## config.mk

```make
export PLATFORM = sky130hd
export DESIGN_NAME = opb_register_bank_simulink2ppc
export DESIGN_NICKNAME = d
export VERILOG_FILES = /design/src/rtl/opb_reg_bank_pkg.sv /design/src/rtl/opb_reg_bank_slave_if.sv /design/src/rtl/opb_register_bank_simulink2ppc.sv
export SDC_FILE = /design/constraint.sdc
export NUM_CORES = 1
export LEC_CHECK = 0
export CORE_ASPECT_RATIO = 1.75
export CORE_MARGIN = 2
export CORE_UTILIZATION = 25
export CTS_CLUSTER_DIAMETER = 60
export DETAILED_ROUTE_END_ITERATION = 6
export PLACE_DENSITY = 0.43
export SLEW_MARGIN = 0
export SYNTH_ARGS = -nofsm -noshare
export SYNTH_HDL_FRONTEND = slang
export SYNTH_SLANG_ARGS = --single-unit
```

## constraint.sdc

```tcl
create_clock -name OPB_Clk -period 7.5 [get_ports OPB_Clk]
set_clock_uncertainty 0.2 [all_clocks]
set_input_delay 0.75 -clock OPB_Clk [delete_from_list [all_inputs] [get_ports OPB_Clk]]
set_output_delay 0.75 -clock OPB_Clk [all_outputs]
set_load 0.1 [all_outputs]
```

## src/rtl/opb_reg_bank_pkg.sv

```systemverilog
// Shared constants for the Simulink-to-PPC OPB register bank: word map, CTRL bit layout, channel limit.
// Latency: n/a (constants and a pure helper function only).
// Backpressure: n/a.
package opb_reg_bank_pkg;

  // Upper bound on user data channels the word map is laid out for.
  localparam int unsigned MAX_NUM_CH = 16;

  // Byte offsets from the bank base address.
  localparam logic [31:0] OFF_CTRL    = 32'h0000_0000;
  localparam logic [31:0] OFF_STATUS  = 32'h0000_0004;
  localparam logic [31:0] OFF_CH_BASE = 32'h0000_0008;

  // Same map expressed as word indices (byte offset / 4).
  localparam logic [31:0] WIDX_CTRL    = OFF_CTRL >> 2;
  localparam logic [31:0] WIDX_STATUS  = OFF_STATUS >> 2;
  localparam logic [31:0] WIDX_CH_BASE = OFF_CH_BASE >> 2;

  // CTRL bit positions, numbered LSB = 0 in user (little-endian) order.
  localparam int unsigned CTRL_FREEZE_BIT = 0;
  localparam int unsigned CTRL_CLR_BIT    = 1;

  // Which register a decoded word address selects.
  typedef enum logic [2:0] {
    SEL_NONE,
    SEL_CTRL,
    SEL_STATUS,
    SEL_CH,
    SEL_TSTAMP
  } word_sel_e;

  // TSTAMP sits directly after the last channel word.
  function automatic logic [31:0] tstamp_off(input int unsigned num_ch);
    return OFF_CH_BASE + 32'(4 * num_ch);
  endfunction

endpackage

```

## src/rtl/opb_reg_bank_slave_if.sv

```systemverilog
// OPB slave front end: address decode, one-cycle ack with guard cycle, registered read mux, CTRL write strobe.
// Latency: ack and read data one cycle after a hit is sampled; CTRL write strobe valid during the ack cycle.
// Backpressure: none; back-to-back hits are acked every second cycle because of the ack guard.
module opb_reg_bank_slave_if
  import opb_reg_bank_pkg::*;
#(
  parameter logic [31:0] C_BASEADDR = 32'h0100_0800,
  parameter logic [31:0] C_HIGHADDR = 32'h0100_08FF,
  parameter int          C_NUM_CH   = 4
) (
  input  logic                  clk,
  input  logic                  rst_n,
  input  logic [0:31]           opb_abus,
  input  logic                  opb_be3,
  input  logic [0:31]           opb_dbus,
  input  logic                  opb_rnw,
  input  logic                  opb_select,
  input  logic [31:0]           ctrl_word,
  input  logic [31:0]           status_word,
  input  logic [C_NUM_CH*32-1:0] ch_words,
  input  logic [31:0]           tstamp_word,
  output logic [0:31]           sl_dbus,
  output logic                  sl_xfer_ack,
  output logic                  ctrl_wr,
  output logic [31:0]           ctrl_wr_dat
);

  localparam logic [31:0] WIDX_TSTAMP = tstamp_off(C_NUM_CH) >> 2;

  logic [31:0] addr;
  logic [31:0] offset;
  logic [31:0] word_idx;
  logic        hit;
  logic        take;
  word_sel_e   word_sel;
  logic [3:0]  ch_idx;
  logic [31:0] rd_word;

  logic        ack_q;
  logic [31:0] rd_q;
  logic        wr_ctrl_q;
  logic [31:0] wr_dat_q;

  // OPB bit 0 is the MSB, so a plain assignment yields the numeric address.
  assign addr     = opb_abus;
  assign offset   = addr - C_BASEADDR;
  assign word_idx = offset >> 2;
  assign hit      = opb_select && (addr >= C_BASEADDR) && (addr <= C_HIGHADDR);
  // A hit is only taken when no ack is pending; this enforces the idle cycle after every ack.
  assign take     = hit && !ack_q;

  // Decode the addressed word into a register selector and channel index.
  always_comb begin
    word_sel = SEL_NONE;
    ch_idx   = 4'd0;
    if (word_idx == WIDX_CTRL) begin
      word_sel = SEL_CTRL;
    end else if (word_idx == WIDX_STATUS) begin
      word_sel = SEL_STATUS;
    end else if (word_idx == WIDX_TSTAMP) begin
      word_sel = SEL_TSTAMP;
    end else begin
      for (int i = 0; i < C_NUM_CH; i++) begin
        if (word_idx == WIDX_CH_BASE + 32'(i)) begin
          word_sel = SEL_CH;
          ch_idx   = 4'(i);
        end
      end
    end
  end

  // Read mux; unmapped in-range words read as zero.
  always_comb begin
    rd_word = 32'h0;
    case (word_sel)
      SEL_CTRL:   rd_word = ctrl_word;
      SEL_STATUS: rd_word = status_word;
      SEL_TSTAMP: rd_word = tstamp_word;
      SEL_CH: begin
        for (int i = 0; i < C_NUM_CH; i++) begin
          if (ch_idx == 4'(i)) rd_word = ch_words[i*32 +: 32];
        end
      end
      default:    rd_word = 32'h0;
    endcase
  end

  // Register ack, read data and the CTRL write request at the hit edge; data bus is zero outside the ack cycle.
  always_ff @(posedge clk) begin
    if (!rst_n) begin
      ack_q     <= 1'b0;
      rd_q      <= 32'h0;
      wr_ctrl_q <= 1'b0;
      wr_dat_q  <= 32'h0;
    end else begin
      ack_q <= take;
      if (take) begin
        rd_q      <= opb_rnw ? rd_word : 32'h0;
        wr_ctrl_q <= !opb_rnw && (word_sel == SEL_CTRL) && opb_be3;
        wr_dat_q  <= opb_dbus;
      end else begin
        rd_q      <= 32'h0;
        wr_ctrl_q <= 1'b0;
      end
    end
  end

  // Reset low aborts immediately: ack and data are suppressed even within the ack cycle itself.
  assign sl_xfer_ack = ack_q && rst_n;
  assign sl_dbus     = rst_n ? rd_q : 32'h0;
  // Bank applies the CTRL write at the edge that closes the ack cycle.
  assign ctrl_wr     = ack_q && wr_ctrl_q;
  assign ctrl_wr_dat = wr_dat_q;

endmodule

```

## src/rtl/opb_register_bank_simulink2ppc.sv

```systemverilog
// OPB register bank: CTRL/STATUS, per-channel capture registers with freeze, optional freeze timestamp (OPB_REG_BANK_TIMESTAMP_EN).
// Latency: OPB ack one cycle after the hit; channel capture and STATUS update on the valid edge.
// Backpressure: none; user_valid is never stalled, it is simply ignored while frozen.
module opb_register_bank_simulink2ppc
  import opb_reg_bank_pkg::*;
#(
  parameter logic [31:0] C_BASEADDR   = 32'h0100_0800,
  parameter logic [31:0] C_HIGHADDR   = 32'h0100_08FF,
  parameter int          C_OPB_AWIDTH = 32,
  parameter int          C_OPB_DWIDTH = 32,
  parameter int          C_NUM_CH     = 4,
  parameter              C_FAMILY     = "virtex5"
) (
  input  logic                   OPB_Clk,
  input  logic                   OPB_Rst_n,
  input  logic [0:31]            OPB_ABus,
  input  logic [0:3]             OPB_BE,
  input  logic [0:31]            OPB_DBus,
  input  logic                   OPB_RNW,
  input  logic                   OPB_select,
  input  logic                   OPB_seqAddr,
  output logic [0:31]            Sl_DBus,
  output logic                   Sl_xferAck,
  output logic                   Sl_errAck,
  output logic                   Sl_retry,
  output logic                   Sl_toutSup,
  input  logic [C_NUM_CH*32-1:0] user_data_in,
  input  logic [C_NUM_CH-1:0]    user_valid,
  output logic                   frozen
);

  logic                   freeze_q;
  logic [31:0]            status_q;
  logic [C_NUM_CH*32-1:0] ch_q;
  logic [31:0]            tstamp_q;

  logic                   ctrl_wr;
  logic [31:0]            ctrl_wr_dat;
  logic [31:0]            ctrl_word;
  logic                   clr_pulse;
  logic                   freeze_rise;
  logic                   capture_en;
  logic                   unused_ok;

  // CLR is a write-only pulse, so only FREEZE is visible on read.
  assign ctrl_word   = {31'h0, freeze_q};
  assign clr_pulse   = ctrl_wr && ctrl_wr_dat[CTRL_CLR_BIT];
  assign freeze_rise = ctrl_wr && ctrl_wr_dat[CTRL_FREEZE_BIT] && !freeze_q;
  // Uses the pre-edge freeze state, so valid on the freeze-setting edge is still captured.
  assign capture_en  = !freeze_q;

  assign frozen      = freeze_q;
  assign Sl_errAck   = 1'b0;
  assign Sl_retry    = 1'b0;
  assign Sl_toutSup  = 1'b0;

  assign unused_ok   = &{1'b0, OPB_seqAddr, OPB_BE[0:2], ctrl_wr_dat[31:2]};

  opb_reg_bank_slave_if #(
    .C_BASEADDR (C_BASEADDR),
    .C_HIGHADDR (C_HIGHADDR),
    .C_NUM_CH   (C_NUM_CH)
  ) u_slave_if (
    .clk         (OPB_Clk),
    .rst_n       (OPB_Rst_n),
    .opb_abus    (OPB_ABus),
    .opb_be3     (OPB_BE[3]),
    .opb_dbus    (OPB_DBus),
    .opb_rnw     (OPB_RNW),
    .opb_select  (OPB_select),
    .ctrl_word   (ctrl_word),
    .status_word (status_q),
    .ch_words    (ch_q),
    .tstamp_word (tstamp_q),
    .sl_dbus     (Sl_DBus),
    .sl_xfer_ack (Sl_xferAck),
    .ctrl_wr     (ctrl_wr),
    .ctrl_wr_dat (ctrl_wr_dat)
  );

  // FREEZE is sticky until software writes it back to 0 with the low byte enabled.
  always_ff @(posedge OPB_Clk) begin
    if (!OPB_Rst_n) begin
      freeze_q <= 1'b0;
    end else if (ctrl_wr) begin
      freeze_q <= ctrl_wr_dat[CTRL_FREEZE_BIT];
    end
  end

  // Per-channel capture of user data while the bank is not frozen.
  always_ff @(posedge OPB_Clk) begin
    if (!OPB_Rst_n) begin
      ch_q <= '0;
    end else begin
      for (int i = 0; i < C_NUM_CH; i++) begin
        if (capture_en && user_valid[i]) ch_q[i*32 +: 32] <= user_data_in[i*32 +: 32];
      end
    end
  end

  // Saturating update counter; a CLR write overrides a coincident increment.
  always_ff @(posedge OPB_Clk) begin
    if (!OPB_Rst_n) begin
      status_q <= 32'h0;
    end else if (clr_pulse) begin
      status_q <= 32'h0;
    end else if (capture_en && (|user_valid) && (status_q != 32'hFFFF_FFFF)) begin
      status_q <= status_q + 32'd1;
    end
  end

`ifdef OPB_REG_BANK_TIMESTAMP_EN
  logic [31:0] cyc_q;

  // Free-running cycle counter, wraps naturally at 32 bits.
  always_ff @(posedge OPB_Clk) begin
    if (!OPB_Rst_n) begin
      cyc_q <= 32'h0;
    end else begin
      cyc_q <= cyc_q + 32'd1;
    end
  end

  // Snapshot the cycle count on each FREEZE 0->1 transition.
  always_ff @(posedge OPB_Clk) begin
    if (!OPB_Rst_n) begin
      tstamp_q <= 32'h0;
    end else if (freeze_rise) begin
      tstamp_q <= cyc_q;
    end
  end
`else
  logic unused_rise;
  assign unused_rise = freeze_rise;
  assign tstamp_q    = 32'h0;
`endif

endmodule

```

Yosys cells after proc, flatten, opt, wreduce, memory -nomap -nowiden
Cells that the tools add are included.

storage, ports and cells
  register bits = 197
  output and inout port bits = 37

cells by class
  add/sub/neg operators = 2
  order comparisons = 2
  eq/ne operators = 13
  muxes and demuxes = 19
  bitwise gates (word level) = 1
  reduce and logical (&&, ||, !) cells = 23

operators with widths
  cell                                                                                   number
  32-bit 2-to-1 mux                                                                      5
  32-bit one-hot mux with 3 select lines                                                 1
  30-bit by 3-bit equality test with 1-bit output, second input constant                 3
  30-bit by 2-bit equality test with 1-bit output, second input constant                 2
  32-bit by 1-bit adder with 32-bit output, second input constant                        1
  32-bit by 25-bit greater-or-equal comparator with 1-bit output, second input constant  1
  32-bit by 25-bit <= comparator with 1-bit output, second input constant                1
  32-bit logical NOT                                                                     1
  32-bit != test, second input constant                                                  1
  32-bit by 25-bit subtractor with 32-bit output, second input constant                  1
  30-bit by 1-bit equality test with 1-bit output, second input constant                 1
  1-bit logical AND                                                                      14
  2-bit 2-to-1 mux                                                                       6
  4-bit 2-to-1 mux                                                                       3
  3-bit 2-to-1 mux                                                                       3
  4-bit by 2-bit equality test with 1-bit output, second input constant                  2
  3-bit by 2-bit equality test with 1-bit output, second input constant                  2
  4-bit by 1-bit equality test with 1-bit output, second input constant                  1
  4-bit logical NOT                                                                      1
  4-bit OR reduction                                                                     1
  3-bit by 1-bit equality test with 1-bit output, second input constant                  1
  1-bit logical NOT                                                                      3
  3-bit AND reduction                                                                    1
  2-bit AND reduction                                                                    1
  3 further kinds                                                                        3

Logic depth before layout (Yosys ltp)
Gate-level depths: netlist of run 1.

  depth in word-level cells = 14
  depth in mapped cells = 10
  mapped depth without buffers = 8

By module
A second synthesis of run 1 with hierarchy kept.

second synthesis, totals
  cells, all modules = 1305
  area total of the unflattened synthesis = 10839.1 µm²

by module, submodules not included
  module                          instances  cells an instance  area an instance (µm²)
  opb_register_bank_simulink2ppc  1          758                6417.4
  opb_reg_bank_slave_if           1          547                4421.7

Worst setup path after synthesis of run 1
Ideal clock, no wire load.

  kind = flip-flop to flip-flop
  start = register freeze_q, in the netlist frozen
  end = register status_q[29]
  setup time = 0.072 ns
  data arrival time = 2.896 ns
  data required time = 7.228 ns
  path slack = 4.333 ns
  stages on the path, launching flop included = 10
  period minus slack after synthesis = 3.167 ns
  path through = dfxtp_1 clkbuf_1 nor2b_1 clkbuf_1 nor4_1 or3_1 buf_2 nor4_1 nand4_1 mux2i_1

on the way
  word-level cells in the longest chain between the ends = 3

ends and longest elaborated chain
  what                            line                                   text
  start: declaration              opb_register_bank_simulink2ppc.sv:32   logic freeze_q;
  start signal: assignment        opb_register_bank_simulink2ppc.sv:86   freeze_q <= ctrl_wr_dat[CTRL_FREEZE_BIT];
  1-bit logical NOT               opb_register_bank_simulink2ppc.sv:50   assign capture_en = !freeze_q;
  1-bit logical AND (2 in a row)  opb_register_bank_simulink2ppc.sv:107  end else if (capture_en && (|user_valid) && (status_q != 32'hFFFF_FFFF)) begin
  end signal: assignment          opb_register_bank_simulink2ppc.sv:108  status_q <= status_q + 32'd1;
  end: declaration                opb_register_bank_simulink2ppc.sv:33   logic [31:0] status_q;

No other way between the ends.
A chain may end at the register's enable or synchronous reset.

Worst setup path after layout of run 1
  start = input port OPB_ABus[6] in the netlist's numbering
  end = register u_slave_if.rd_q[31]

on the way
  word-level cells in the longest chain between the ends = 14
  elaborated cells on any way between the ends = 39

ends and longest elaborated chain
  what                                             line                                  text
  start: declaration                               opb_register_bank_simulink2ppc.sv:16  input logic [0:31] OPB_ABus,
  32-bit by 25-bit subtractor with 32-bit output   opb_reg_bank_slave_if.sv:46           assign offset = addr - C_BASEADDR;
  30-bit by 2-bit equality test with 1-bit output  opb_reg_bank_slave_if.sv:64           if (word_idx == WIDX_CH_BASE + 32'(i)) begin
  1-bit 2-to-1 mux                                 opb_reg_bank_slave_if.sv:64
  2-bit 2-to-1 mux (2 in a row)                    opb_reg_bank_slave_if.sv:64
  4-bit 2-to-1 mux                                 opb_reg_bank_slave_if.sv:60           end else if (word_idx == WIDX_TSTAMP) begin
  4-bit 2-to-1 mux                                 opb_reg_bank_slave_if.sv:58           end else if (word_idx == WIDX_STATUS) begin
  4-bit 2-to-1 mux                                 opb_reg_bank_slave_if.sv:56           if (word_idx == WIDX_CTRL) begin
  4-bit logical NOT                                opb_reg_bank_slave_if.sv:81           if (ch_idx == 4'(i)) rd_word = ch_words[i*32 +: 32];
  32-bit 2-to-1 mux (4 in a row)                   opb_reg_bank_slave_if.sv:81
  32-bit one-hot mux with 3 select lines           opb_reg_bank_slave_if.sv:75           case (word_sel)
  end signal: assignment                           opb_reg_bank_slave_if.sv:98           rd_q <= opb_rnw ? rd_word : 32'h0;
  end: declaration                                 opb_reg_bank_slave_if.sv:40           logic [31:0] rd_q;

Parallel ways exist; a longest one is shown, timed or not.

==> impl_metrics.json, run 1 <==
{
  "synth_edf_count": 0,
  "arrival_ps": 3980,
  "yosys_warnings": 0,
  "core_um2": 35800,
  "post-route-util_pct": 33.4,
  "start_kind": "input pin",
  "initial_utilization_pct": 25.1,
  "regArea_um2": 3940,
  "dieHeight_um": 255,
  "die_area_um2": 37600,
  "gp_congestion": 0.778,
  "p_leak_uw": 0.00416,
  "async_flop_share_pct": 0,
  "grt_pass1_wl_mm": 47.6,
  "ios": 242,
  "synthFlopType": "dfxtp_1",
  "crit-reg2reg-launch": "frozen",
  "grt_max_degree": 81,
  "min_path_cells": 2,
  "vias_per_cell": 4.63,
  "crit_chain": "clkdlybuf4s50_1, or4_4, o221ai_2, nor4b_2, o2111ai_4, buf_4, or3_4, o32ai_1",
  "postCtsSetupRepairBufs": 0,
  "post-place-ws_ps": 3150,
  "met3_usage_pct": 2.66,
  "clock.fmax_mhz": 259,
  "path_max_fanout": 38,
  "wl_per_cell_um": 17.2,
  "antenna_cells": 0,
  "placed_cells": 1751,
  "clk_latency_ps": 460,
  "synth.cell_area_um2": 9000,
  "met1_usage_pct": 19.7,
  "critPathKind": "input pin to register",
  "cts_tree": "yes",
  "peakVddDrop_uv": 160,
  "yosysSeqAreaShare_pct": 43.8,
  "hp-start": "ch_q[42]",
  "fp.dieW_um": 147,
  "syn_inst": 1151,
  "clockRootBuffer": "clkbuf_16",
  "multiInputGateArea_um2": 4590,
  "cts.repair.resized": 0,
  "status": "completed",
  "antenna_found_initial": 0,
  "top_usage_layer": "met2",
  "period_share_pct": 51.5,
  "grtUsageMet2_pct": 29.7,
  "drt-total-wl_mm": 30.7,
  "cp_data_required_time_ps": 7620,
  "reg2reg_to": "status_q[27]",
  "slew_viol_final": 0,
  "nets": 1507,
  "hp-class": "register to register",
  "rsz0062_at_grt": "false",
  "crit_path_end_kind": "register",
  "r2r_slack_ps": 4210,
  "num_rows": 92,
  "synth.distinct_cells": 53,
  "fill_cells": 3831,
  "firstDrtPassIters": 5,
  "gr-usage-all-layers_pct": 16.5,
  "postRouteAntennaNets": 0,
  "drt_iter0_drc": 485,
  "path_delay_family": "simple AND/OR/NAND/NOR gates",
  "worst_pin_slew_ps": 1100,
  "syn_to_final_growth_pct": 32.9,
  "fin_cells": 1783,
  "cts_max_level": 4,
  "avgSynthCellArea_um2": 7.82,
  "layout_commonest_cell": "nand2_1",
  "period_needed_ps": 3870,
  "cts.sinks": 197,
  "relSlewSlack_pct": 26.4,
  "layout_setup_ws_ps": 3630,
  "setup_violations": 0,
  "r2r_cells": 8,
  "critical-path-max-stage-delay_ps": 640,
  "final_cell_mix": "308 x nand2_1, 201 x clkdlybuf4s50_1, 197 x dfxtp_1",
  "cts_buffers": 17,
  "final_hold_viol_count": 0,
  "dp_hpwl_mm": 22.2,
  "min_to": "ch_q[42]",
  "critical_path_buf_inv_count": 2,
  "timing.setup.tns_ps": 0,
  "clockBufferDepth": 2,
  "whs_ps": 250,
  "grt-ovfl-total": 0,
  "drc": 0,
  "max_cap_viol_count": 0,
  "synth-seq-cells": 197,
  "first_global_vias": 8270,
  "drive_gt1_share_pct": 5.64,
  "clk_pin_slew_worst_paths_ps": 70,
  "critPathLaunch": "OPB_ABus[6]",
  "power_density_nw_per_um2": 192,
  "port_buffers": 202,
  "postCtsHoldBufs": 0,
  "crit_slowest_cell": "or3_4",
  "vias": 8262
}
## layout make-up
class / count / area share [%]
multi-input combinational: 832 / 38.4
clock inverter: 13 / 1.05
timing repair buffer: 218 / 17.9
sequential: 197 / 33.0
clock buffer: 19 / 3.70
inverter: 34 / 1.09
tap: 470 / 4.92
## worst min-delay path, delay by kind of cell, from the launching register on
kind / cells / cell delay (ps)
compound gates: 1 / 50
flops: 1 / 310
simple gates: 1 / 50
## flip-flops by register name, summed over array words and instances, names as in the netlist
signal / cells
ch_q: 128
status_q: 32
u_slave_if.rd_q: 32
u_slave_if.ctrl_wr_dat: 2
frozen: 1
u_slave_if.ack_q: 1
u_slave_if.wr_ctrl_q: 1
## power breakdown
group          switching, µW  leakage, µW  total (µW)  internal [µW]
clock                    439     0.000263         909            470
combinational            150      0.00228         283            133
sequential              19.4      0.00161        1110           1090
total                    608      0.00416        2300           1690
## cells by family (layout without fill, tap and decap cells)
kind of cell	Yosys count	after routing	synth area share, %
adders and majority gates	2	2	0.278
AOI/OAI and AO/OA	216	216	14.9
buffers and inverters	124	284	5.77
muxes	35	35	3.89
xor gates and xnor gates	28	28	2.72
other	1	3	0.0417
and+or+nand+nor	548	548	28.6
DFF	197	197	43.8
## per-stage QoR
step	area, µm²	total power [µW]
global placement	11400	1420
finish	12000	2300
detailed placement	11400	1420
global route	12000	2400
CTS	12000	2330
floorplan	9010	1270
## worst max-delay path by stage
stage	depth (start not counted)	to	slack, ps
floorplan	9	status_q[29]	4330
global placement	8	u_slave_if.rd_q[31]	3180
detailed placement	8	u_slave_if.rd_q[31]	3150
CTS	4	Sl_DBus[6]	3580
global route	10	u_slave_if.rd_q[31]	3410
finish	8	u_slave_if.rd_q[31]	3630
## cells in the mapped netlist (7+ instances only)
| cell | count | share of area [%] |
|---|---|---|
| nor3_1 | 8 | 0.44 |
| xnor2_1 | 28 | 2.7 |
| nand2_1 | 308 | 13 |
| buf_1 | 8 | 0.33 |
| nor2_1 | 72 | 3.0 |
| clkbuf_1 | 72 | 3.0 |
| nand2b_1 | 7 | 0.49 |
| and2_1 | 36 | 2.5 |
| nand3b_1 | 30 | 2.5 |
| o32ai_1 | 29 | 2.8 |
| mux2i_1 | 35 | 3.9 |
| nor4_1 | 23 | 1.6 |
| nand3_1 | 14 | 0.78 |
| dfxtp_1 | 197 | 44 |
| a21oi_1 | 135 | 7.5 |
| a211oi_1 | 30 | 2.5 |
| nor2b_1 | 8 | 0.56 |
| nand4_1 | 8 | 0.56 |
| inv_1 | 33 | 1.4 |
## per-layer routing
metal	wire, µm	up-vias	share of wire (%)
li1	-	4186	-
met1	13000	3870	42
met2	16000	169	52
met3	830	37	2.7
met4	817	0	2.7
met5	0	-	0
(Power assumes the default switching activity.)
==> run 2: changes to the inputs <==
==> constraint.sdc (replaced) <==
create_clock -name OPB_Clk -period 3.7 [get_ports OPB_Clk]
set_clock_uncertainty 0.2 [all_clocks]
set_input_delay 0.37 -clock OPB_Clk [delete_from_list [all_inputs] [get_ports OPB_Clk]]
set_output_delay 0.37 -clock OPB_Clk [all_outputs]
set_load 0.1 [all_outputs]
==> impl_metrics.json, run 2 (synthesized netlist as in run 1, its figures left out) <==
{
  "rsz0062_at_grt": "false",
  "cts_tree": "yes",
  "postCtsSetupRepairBufs": 0,
  "arrival_ps": 3230,
  "gr-usage-all-layers_pct": 16.2,
  "layout_commonest_cell": "nand2_1",
  "gp_congestion": 0.788,
  "final_cell_mix": "308 x nand2_1, 197 x dfxtp_1, 167 x clkdlybuf4s50_1",
  "hp-start": "ch_q[33]",
  "postRouteAntennaNets": 0,
  "drt-total-wl_mm": 30.4,
  "crit-reg2reg-launch": "u_slave_if.ack_q",
  "drive_gt1_share_pct": 8.92,
  "wl_per_cell_um": 17.0,
  "crit_chain": "clkdlybuf4s50_1, inv_1, ha_1, nor4b_1, nand2_1, nor4b_2, o2111ai_4, or4_4, o32ai_1",
  "start_kind": "input pin",
  "fp.dieW_um": 147,
  "fill_cells": 3807,
  "clk_latency_ps": 450,
  "r2r_slack_ps": 1010,
  "critical-path-max-stage-delay_ps": 780,
  "max_cap_viol_count": 0,
  "grt_max_degree": 81,
  "crit_slowest_cell": "or4_4",
  "clock.fmax_mhz": 325,
  "nets": 1519,
  "design_area_um2": 12000,
  "p_leak_uw": 0.00434,
  "largest_reg_flops": 128,
  "port_buffers": 202,
  "r2r_cells": 5,
  "grt_pass1_wl_mm": 47.0,
  "critPathKind": "input pin to register",
  "cts.sinks": 197,
  "ios": 242,
  "vias": 8162,
  "dieHeight_um": 255,
  "vias_per_cell": 4.55,
  "status": "completed",
  "antenna_found_initial": 0,
  "syn_to_final_growth_pct": 33.7,
  "largest-register": "ch_q",
  "reg2reg_to": "u_slave_if.rd_q[4]",
  "worst_pin_slew_ps": 931,
  "dp_hpwl_mm": 22.6,
  "post-place-ws_ps": 139,
  "clockRootBuffer": "clkbuf_16",
  "period_share_pct": 83.2,
  "setup_violations": 0,
  "placed_area_um2": 11400,
  "grt-ovfl-total": 0,
  "final_hold_viol_count": 0,
  "num_rows": 92,
  "crit_path_end_kind": "register",
  "layout_setup_ws_ps": 620,
  "whs_ps": 249,
  "critPathLaunch": "OPB_ABus[19]",
  "power_density_nw_per_um2": 397,
  "drc": 0,
  "postCtsHoldBufs": 0,
  "hp-class": "register to register",
  "cts.repair.resized": 0,
  "firstDrtPassIters": 4,
  "clk_pin_slew_worst_paths_ps": 70,
  "cp_data_required_time_ps": 3850,
  "relSlewSlack_pct": 37.9,
  "period_needed_ps": 3080,
  "core_um2": 35800,
  "slew_viol_final": 0,
  "cts_max_level": 4,
  "regArea_um2": 3940,
  "largestRegisters": "ch_q x128, status_q x32, u_slave_if.rd_q x32",
  "peakVddDrop_uv": 327,
  "cts_buffers": 17,
  "min_to": "ch_q[33]",
  "initial_utilization_pct": 25.1,
  "drt_iter0_drc": 349,
  "min_path_cells": 2,
  "clockBufferDepth": 2,
  "path_max_fanout": 29,
  "die_area_um2": 37600,
  "antenna_cells": 0,
  "multiInputGateArea_um2": 4590,
  "timing.setup.tns_ps": 0,
  "first_global_vias": 8320
}
-- run 2: cell types whose count changed in the layout (fill, tap and decap cells not counted) --
| cell | delta |
|---|---|
| bufinv_16 | +2 |
| inv_6 | -2 |
| clkinv_2 | +2 |
| buf_12 | +2 |
| buf_4 | +44 |
| clkbuf_8 | +3 |
| clkinv_4 | -2 |
| clkinvlp_4 | -5 |
| clkdlybuf4s50_1 | -34 |
-- run 2: where the power goes --
group,switching (µW),internal (µW)
sequential,41.9,2200
clock,830,1130
combinational,301,277
-- run 2: critical path: cells and delay by family --
| family | cells | cell delay (ps) |
|---|---|---|
| AOI/OAI and AO/OA | 2 | 410 |
| and+or+nand+nor | 4 | 1530 |
| buffers and inverters | 2 | 610 |
| adders and majority gates | 1 | 280 |
-- run 2: how the worst max path moves through the flow --
stage | endpoint | depth (start not counted)
after floorplan | status_q[29] | 9
after global placement | u_slave_if.rd_q[4] | 9
after detailed placement | u_slave_if.rd_q[5] | 9
after CTS | u_slave_if.rd_q[6] | 9
after global routing | u_slave_if.rd_q[4] | 9
final | u_slave_if.rd_q[4] | 9
-- run 2: cell type report --
cell class / count / area share (%)
clock buffers: 22 / 4.03
clock inverters: 8 / 1.02
inverters: 34 / 1.08
multi-input cells: 832 / 38.2
flip-flops and latches: 197 / 32.8
well taps: 470 / 4.89
repair buffers: 230 / 18.0
-- run 2: per-stage QoR --
stage,utilization (%),total power [µW],instances
3_3_place_gp,31.9,2880,1763
2_1_floorplan,-,2560,1153
5_1_grt,33.6,4980,1793
4_1_cts,33.6,4850,1793
3_5_place_dp,31.9,2880,1763
6_report,33.6,4780,1793
-- run 2: metal layers --
layer,vias to the layer above,global-route usage (%),share of wire (%)
met5,-,0,0
met2,145,30.1,53
li1,4215,-,-
met1,3780,19.0,42
met4,0,4.84,2.0
met3,22,2.89,2.8
